<file path="config.mk">
export PLATFORM = sky130hd
export DESIGN_NAME = bus_arbiter
export DESIGN_NICKNAME = d
export VERILOG_FILES = /design/src/rtl/bus_arbiter_pkg.sv /design/src/rtl/bus_arbiter.sv
export SDC_FILE = /design/constraint.sdc
export NUM_CORES = 1
export LEC_CHECK = 0
export CORE_UTILIZATION = 41
export CTS_CLUSTER_SIZE = 30
export DETAILED_ROUTE_END_ITERATION = 8
export GPL_ROUTABILITY_DRIVEN = 1
export GPL_TIMING_DRIVEN = 0
export PLACE_DENSITY = 0.89
export SLEW_MARGIN = 5
export SYNTH_ARGS = -nofsm -noshare
export SYNTH_HDL_FRONTEND = slang
export SYNTH_SLANG_ARGS = --single-unit
</file>
<file path="constraint.sdc">
create_clock -name clk -period 2.3 [get_ports clk]
set_input_delay 0.46 -clock clk [delete_from_list [all_inputs] [get_ports clk]]
set_output_delay 0.46 -clock clk [all_outputs]
set_load 0.02 [all_outputs]
</file>
<file path="src/rtl/bus_arbiter_pkg.sv">
// Shared definitions for the memory bus arbiter: FSM states, stall request
// levels and the pipeline stall-vector bit positions it listens to.
package bus_arbiter_pkg;

   typedef enum logic [2:0] {
      S_IDLE   = 3'd0,
      S_BUSY_I = 3'd1,
      S_BUSY_D = 3'd2,
      S_HOLD_I = 3'd3,
      S_HOLD_D = 3'd4,
      S_DRAIN  = 3'd5
   } state_t;

   localparam logic STOP    = 1'b1;
   localparam logic NO_STOP = 1'b0;

   // Bit positions in the 6-bit pipeline stall vector.
   localparam int STALL_IF  = 1;
   localparam int STALL_MEM = 4;

endpackage

</file>
<file path="src/rtl/bus_arbiter.sv">
// Arbitrates the single req/ack memory bus between instruction fetch and the
// MEM-stage data port. Data wins ties. Completed reads are parked in hold
// registers while the owning stage is frozen; a flushed access is never
// aborted on the bus but is drained and its data dropped.
module bus_arbiter
   import bus_arbiter_pkg::*;
#(
   parameter int ADDR_W = 32,
   parameter int DATA_W = 32
) (
   input  logic              clk,
   input  logic              rst,
   input  logic [5:0]        stall,
   input  logic              flush,
   input  logic              i_req,
   input  logic [ADDR_W-1:0] i_addr,
   output logic [DATA_W-1:0] i_rdata,
   input  logic              d_req,
   input  logic              d_we,
   input  logic [ADDR_W-1:0] d_addr,
   input  logic [3:0]        d_sel,
   input  logic [DATA_W-1:0] d_wdata,
   output logic [DATA_W-1:0] d_rdata,
   output logic              stallreq_if,
   output logic              stallreq_mem,
   output logic              m_req,
   output logic              m_we,
   output logic [ADDR_W-1:0] m_addr,
   output logic [3:0]        m_sel,
   output logic [DATA_W-1:0] m_wdata,
   input  logic              m_ack,
   input  logic [DATA_W-1:0] m_rdata
);

   state_t              r_state,   w_state_nxt;
   logic                r_m_req,   w_m_req_nxt;
   logic                r_m_we,    w_m_we_nxt;
   logic [ADDR_W-1:0]   r_m_addr,  w_m_addr_nxt;
   logic [3:0]          r_m_sel,   w_m_sel_nxt;
   logic [DATA_W-1:0]   r_m_wdata, w_m_wdata_nxt;
   logic [DATA_W-1:0]   r_hold_i,  w_hold_i_nxt;
   logic [DATA_W-1:0]   r_hold_d,  w_hold_d_nxt;

   logic w_ack_i;
   logic w_ack_d;
   logic w_unused_stall;

   assign w_ack_i        = (r_state == S_BUSY_I) && m_ack;
   assign w_ack_d        = (r_state == S_BUSY_D) && m_ack;
   assign w_unused_stall = ^{stall[5], stall[3:2], stall[0]};

   // Next-state and next bus/hold register values; everything holds by default.
   always_comb begin
      w_state_nxt   = r_state;
      w_m_req_nxt   = r_m_req;
      w_m_we_nxt    = r_m_we;
      w_m_addr_nxt  = r_m_addr;
      w_m_sel_nxt   = r_m_sel;
      w_m_wdata_nxt = r_m_wdata;
      w_hold_i_nxt  = r_hold_i;
      w_hold_d_nxt  = r_hold_d;
      case (r_state)
         S_IDLE: begin
            if (!flush) begin
               if (d_req) begin
                  w_m_req_nxt   = 1'b1;
                  w_m_we_nxt    = d_we;
                  w_m_addr_nxt  = d_addr;
                  w_m_sel_nxt   = d_sel;
                  w_m_wdata_nxt = d_wdata;
                  w_state_nxt   = S_BUSY_D;
               end else if (i_req) begin
                  w_m_req_nxt  = 1'b1;
                  w_m_we_nxt   = 1'b0;
                  w_m_addr_nxt = i_addr;
                  w_m_sel_nxt  = 4'hF;
                  w_state_nxt  = S_BUSY_I;
               end
            end
         end
         S_BUSY_I, S_BUSY_D: begin
            if (m_ack) begin
               w_m_req_nxt = 1'b0;
               w_m_we_nxt  = 1'b0;
               if (flush) begin
                  w_state_nxt = S_IDLE;
               end else if (r_state == S_BUSY_I) begin
                  w_hold_i_nxt = m_rdata;
                  w_state_nxt  = stall[STALL_IF] ? S_HOLD_I : S_IDLE;
               end else begin
                  w_hold_d_nxt = m_rdata;
                  w_state_nxt  = stall[STALL_MEM] ? S_HOLD_D : S_IDLE;
               end
            end else if (flush) begin
               // The slave is already committed; let it finish and drop the result.
               w_state_nxt = S_DRAIN;
            end
         end
         S_HOLD_I: begin
            if (!stall[STALL_IF] || flush) w_state_nxt = S_IDLE;
         end
         S_HOLD_D: begin
            if (!stall[STALL_MEM] || flush) w_state_nxt = S_IDLE;
         end
         S_DRAIN: begin
            if (m_ack) begin
               w_m_req_nxt = 1'b0;
               w_m_we_nxt  = 1'b0;
               w_state_nxt = S_IDLE;
            end
         end
         default: w_state_nxt = S_IDLE;
      endcase
   end

   // State, bus and hold registers with synchronous active-high reset.
   always_ff @(posedge clk) begin
      if (rst) begin
         r_state   <= S_IDLE;
         r_m_req   <= 1'b0;
         r_m_we    <= 1'b0;
         r_m_addr  <= '0;
         r_m_sel   <= '0;
         r_m_wdata <= '0;
         r_hold_i  <= '0;
         r_hold_d  <= '0;
      end else begin
         r_state   <= w_state_nxt;
         r_m_req   <= w_m_req_nxt;
         r_m_we    <= w_m_we_nxt;
         r_m_addr  <= w_m_addr_nxt;
         r_m_sel   <= w_m_sel_nxt;
         r_m_wdata <= w_m_wdata_nxt;
         r_hold_i  <= w_hold_i_nxt;
         r_hold_d  <= w_hold_d_nxt;
      end
   end

   assign m_req   = r_m_req;
   assign m_we    = r_m_we;
   assign m_addr  = r_m_addr;
   assign m_sel   = r_m_sel;
   assign m_wdata = r_m_wdata;

   // Read data: live bus data on an unflushed completion, parked data while held.
   always_comb begin
      i_rdata = '0;
      d_rdata = '0;
      if (w_ack_i && !flush)        i_rdata = m_rdata;
      else if (r_state == S_HOLD_I) i_rdata = r_hold_i;
      if (w_ack_d && !flush)        d_rdata = m_rdata;
      else if (r_state == S_HOLD_D) d_rdata = r_hold_d;
   end

   // A post-flush fetch keeps waiting through DRAIN; the data port does not.
   assign stallreq_if  = (i_req && !w_ack_i && (r_state != S_HOLD_I)) ? STOP : NO_STOP;
   assign stallreq_mem = (d_req && !w_ack_d && (r_state != S_HOLD_D) &&
                          (r_state != S_DRAIN)) ? STOP : NO_STOP;

endmodule

</file>
==> parameters.txt <==
Parameter                              Value

Global routing
  Remaining global-route overflow    0
  Number of global-route vias before repair    6,403
  Global-route wire length before repair    31.84 mm
  Initial antenna violation count    0
  Gr usage total    ~28%
  Largest net degree at the start of global routing    20

Floorplanning
  Count of boundary I/O pins    281
  Core Box Area    between 0.01 and 0.015 mm2
  Die area    0.01496 mm2
  Site Rows    43
  Floorplan die height    122.3 um
  Die width    122.3 um
  Starting density of the core    42.42%

Timing
  Worst slew pin tran    0.7171 ns
  Final Hold Fails    0
  Max-slew violation count    0
  Final total negative setup slack    -1.116 ns
  Post-layout min period    2.371 ns
  Setup-failing EPs final    36
  Maximum clock frequency    421.8 MHz
  Setup repair after global routing missed its margin    true
  Slew HR    52.19%
  Fraction of the cycle the final worst path needs    103.1%
  Setup ws final    -0.07074 ns
  Clock Skew    between 0.008 and 0.009 ns

Flow run
  Max-capacitance violation count    0

Synthesis
  Mapped Avg Cell Area    ~7.7 um2
  Number of flops mapped to enable cells by yosys    0
  Main flop type after synthesis    sky130_fd_sc_hd__dfxtp_1
  Syn Inst Count    771
  Count of distinct cell types in the synthesized netlist    36
  Area of the mapped netlist    between 0.005 and 0.006 mm2
  Post-synthesis sequential area ratio    46.22%
  Post-Synthesis Net Count    916
  Area leader, netlist    sky130_fd_sc_hd__dfxtp_1
  Async set-reset flop share out of synthesis    0%
  Synth warnings    0
  Leading cell types by total area after synthesis    sky130_fd_sc_hd__dfxtp_1, sky130_fd_sc_hd__nand2_1, sky130_fd_sc_hd__a21oi_1, sky130_fd_sc_hd__a211oi_2, sky130_fd_sc_hd__mux2i_1
  Register bit total from synthesis    137
  Area share of the largest cell type after synthesis    a little under half

CTS
  Clock tree from TritonCTS    done
  CTS Root Cell    sky130_fd_sc_hd__clkbuf_16
  Insertion delay of the later-clocked pin in the worst-skew pair    0.43 ns
  H-tree depth reported by CTS    4
  Number of CTS-inserted buffers    17
  Maximum clock insertion buffer count    2
  Number of sinks driven by the clock tree    137
  Number of hold-repair buffers added at the cts stage    0
  Clock Pin Slew Worst Setup and Hold Paths    0.05 ns

Detailed routing
  Residual antenna-violating net count after detailed routing    0
  Detailed-routing wirelength on met1    8.535 mm
  1st-iter DRT viols    approximately 450
  Total Routed Length    22.67 mm
  Router iterations before antenna repair    5
  Overall via count from detail_route    6,854
  Average wire per standard cell    17.65 um
  Via density    5.338
  Remaining DRCs    0
  Wire length on met2    11.31 mm
  DR top layer    met4
  Wire length on met3    roughly 1.8 mm

Status
  Result of the run    complete, but fails checks
  Failing checks    setup timing

Pwr
  Leakage power summed over all cells    approximately 4.3 nW
  Power per cell area    680.8 mW/mm2
  Sequential fraction of design power    36.9%
  Net Sw Power    1.890 mW
  Largest voltage drop on the vdd net    479.9 uV
  Switching power share of the total    26.82%
  Cell internal pwr    5.159 mW
  Total design power    about 7.0 mW
  Combinational cell fraction of total power    21.4%
  Clock group share of total power    between 40% and 50%

Setup path
  Worst-path fanout max    5
  Cells traversed along the worst timing path    or3_4, nor2_4, buf_12, buf_8, nand2_2, nand2_2, buf_6
  Number of buffers and inverters on the critical path    3
  Type of element capturing the critical path    output port
  Type of the setup path with the least slack    flip-flop to output port
  Req. time, crit path    1.84 ns
  Startpoint class of the critical path    flip-flop
  Biggest cell delay along the critical path    around 0.4 ns
  Top Family by Delay on Critical Path    simple AND/OR/NAND/NOR gates
  CP most frequent cell    sky130_fd_sc_hd__nand2_2
  Crit-path slowest cell    sky130_fd_sc_hd__or3_4
  Data arrival at the endpoint of the critical path    between 1.5 and 2 ns

Min path
  Worst Hold Class    flip-flop to flip-flop

Layout
  Number of filler cells placed in the layout    around 950
  Layout cells sized above 1    26.09%
  Antenna diode count    0
  Net count reported at finish    between 1k and 1.5k
  Synth-to-Final Area Change    74.47%

Place
  Number of port buffers    approximately 270
  Global placement routability congestion    0.8631
  HPWL Detailed    14.76 mm
-- metrics by stage --
stage               cells  hold slack, ns  instance area [um2]  setup slack [ns]  util, %
finish               1284          0.4528                10350          -0.07074    74.02
global route         1284          0.4650                10350           -0.1383    74.02
CTS                  1270          0.4541                 9819          -0.06419    70.20
detailed placement   1224          0.4465                 8892           -0.9071    63.57
global placement     1224          0.4411                 8892           -0.8912    63.57
floorplan             771          0.4366                 5934            0.2109        -
-- worst paths after layout --
path | start | end | slack (ns) | depth (start not counted)
hold / removal | m_wdata[4]$_SDFFE_PP0P_ | m_wdata[4]$_SDFFE_PP0P_ | 0.45 | 2
hold reg to reg | m_wdata[4]$_SDFFE_PP0P_ | m_wdata[4]$_SDFFE_PP0P_ | 0.45 | 2
setup / recovery | r_state[2]$_SDFFE_PP0P_ | i_rdata[8] | -0.07 | 7
setup reg to reg | r_state[2]$_SDFFE_PP0P_ | m_wdata[6]$_SDFFE_PP0P_ | 0.33 | 7
-- timing repair --
action                     CTS  global route
setup endpoints to repair   66            64
gates resized for setup    408           143
gates cloned                 2             3
setup buffers               14            14
pin swaps                   24            32
-- state kept, by name, summed over array words and instances, names as in the netlist --
name and count:
r_state 3, m_we 1, m_sel 4, r_hold_d 32
m_addr 32, r_hold_i 32, m_req 1, m_wdata 32
-- area by class of cell --
cell class,count,area [um2],area share [%]
plain buffers,54,341.6,3.299
clock buffers,22,474.2,4.580
clock inverters,10,165.2,1.595
inverters,2,7.507,0.07251
multi-input cells,574,3303,31.90
flip-flops and latches,137,2751,26.57
well taps,180,225.2,2.175
repair buffers,305,3085,29.80
-- metal layers --
metal | up-vias | track usage [%]
met2 | 351 | 48.91
met3 | 86 | 7.621
met5 | - | 0
met4 | 0 | 12.27
met1 | 3229 | 31.09
li1 | 3188 | -
-- worst reg2reg max path, cell delays in order (launching register included) --
cell and delay (ns):
sky130_fd_sc_hd__dfxtp_4 0.35, sky130_fd_sc_hd__buf_4 0.13, sky130_fd_sc_hd__clkbuf_2 0.17, sky130_fd_sc_hd__nor3_1 0.28
sky130_fd_sc_hd__nand3_1 0.40, sky130_fd_sc_hd__buf_2 0.34, sky130_fd_sc_hd__nand2_1 0.10, sky130_fd_sc_hd__a21oi_1 0.07
-- cells in the mapped netlist (all sizes together), types with 2 or more instances --
cell and instances:
nand2 323, dfxtp 137, a21oi 101, nor2 44, clkbuf 37, a211oi 34, mux2i 34, buf 21
nand2b 6, nand3 4, nor3 4, o22ai 4, inv 2, nand3b 2, o21ai 2, or2 2
or3 2
-- power groups by stage --
| stage | combinational [mW] | clock (mW) | sequential, mW |
|---|---|---|---|
| floorplan | 0.554 | 0 | 2.78 |
| global placement | 1.35 | 0 | 2.64 |
| detailed placement | 1.37 | 0 | 2.65 |
| CTS | 1.43 | 2.98 | 2.60 |
| global route | 1.59 | 3.08 | 2.61 |
| finish | 1.51 | 2.94 | 2.60 |
-- logic make-up (layout without fill, tap and decap cells) --
| kind of cell | after synthesis | in the layout | synth area share, % |
|---|---|---|---|
| DFF | 137 | 137 | 46.22 |
| buffers and inverters | 60 | 393 | 4.786 |
| muxes | 35 | 35 | 5.925 |
| and+or+nand+nor | 393 | 393 | 26.29 |
| AOI/OAI and AO/OA | 146 | 146 | 16.78 |
-- placed cells by master, fill, tap and decap left out, types with 2 or more instances in the layout --
master | Yosys | routed
sky130_fd_sc_hd__a211oi_1 | 2 | 2
sky130_fd_sc_hd__a211oi_2 | 32 | 32
sky130_fd_sc_hd__a21oi_1 | 101 | 101
sky130_fd_sc_hd__buf_12 | 0 | 5
sky130_fd_sc_hd__buf_2 | 13 | 13
sky130_fd_sc_hd__buf_4 | 3 | 35
sky130_fd_sc_hd__buf_6 | 4 | 59
sky130_fd_sc_hd__buf_8 | 0 | 3
sky130_fd_sc_hd__bufinv_16 | 0 | 4
sky130_fd_sc_hd__clkbuf_1 | 36 | 27
sky130_fd_sc_hd__clkbuf_16 | 0 | 19
sky130_fd_sc_hd__clkbuf_2 | 1 | 4
sky130_fd_sc_hd__clkbuf_4 | 0 | 3
sky130_fd_sc_hd__clkbuf_8 | 0 | 4
sky130_fd_sc_hd__clkdlybuf4s50_1 | 0 | 207
sky130_fd_sc_hd__clkinvlp_4 | 0 | 3
sky130_fd_sc_hd__dfxtp_1 | 137 | 134
sky130_fd_sc_hd__dfxtp_4 | 0 | 2
sky130_fd_sc_hd__dlygate4sd2_1 | 0 | 2
sky130_fd_sc_hd__inv_1 | 2 | 2
sky130_fd_sc_hd__mux2i_1 | 34 | 34
sky130_fd_sc_hd__nand2_1 | 323 | 235
sky130_fd_sc_hd__nand2_2 | 0 | 61
sky130_fd_sc_hd__nand2_4 | 0 | 27
sky130_fd_sc_hd__nand2b_1 | 6 | 6
sky130_fd_sc_hd__nand3_1 | 4 | 4
sky130_fd_sc_hd__nand3b_1 | 2 | 2
sky130_fd_sc_hd__nor2_1 | 44 | 41
sky130_fd_sc_hd__nor2_4 | 0 | 3
sky130_fd_sc_hd__nor3_1 | 3 | 3
sky130_fd_sc_hd__o21ai_0 | 2 | 2
sky130_fd_sc_hd__o22ai_1 | 4 | 4
sky130_fd_sc_hd__or2_2 | 2 | 2
Power figures use the tool's default switching activity.
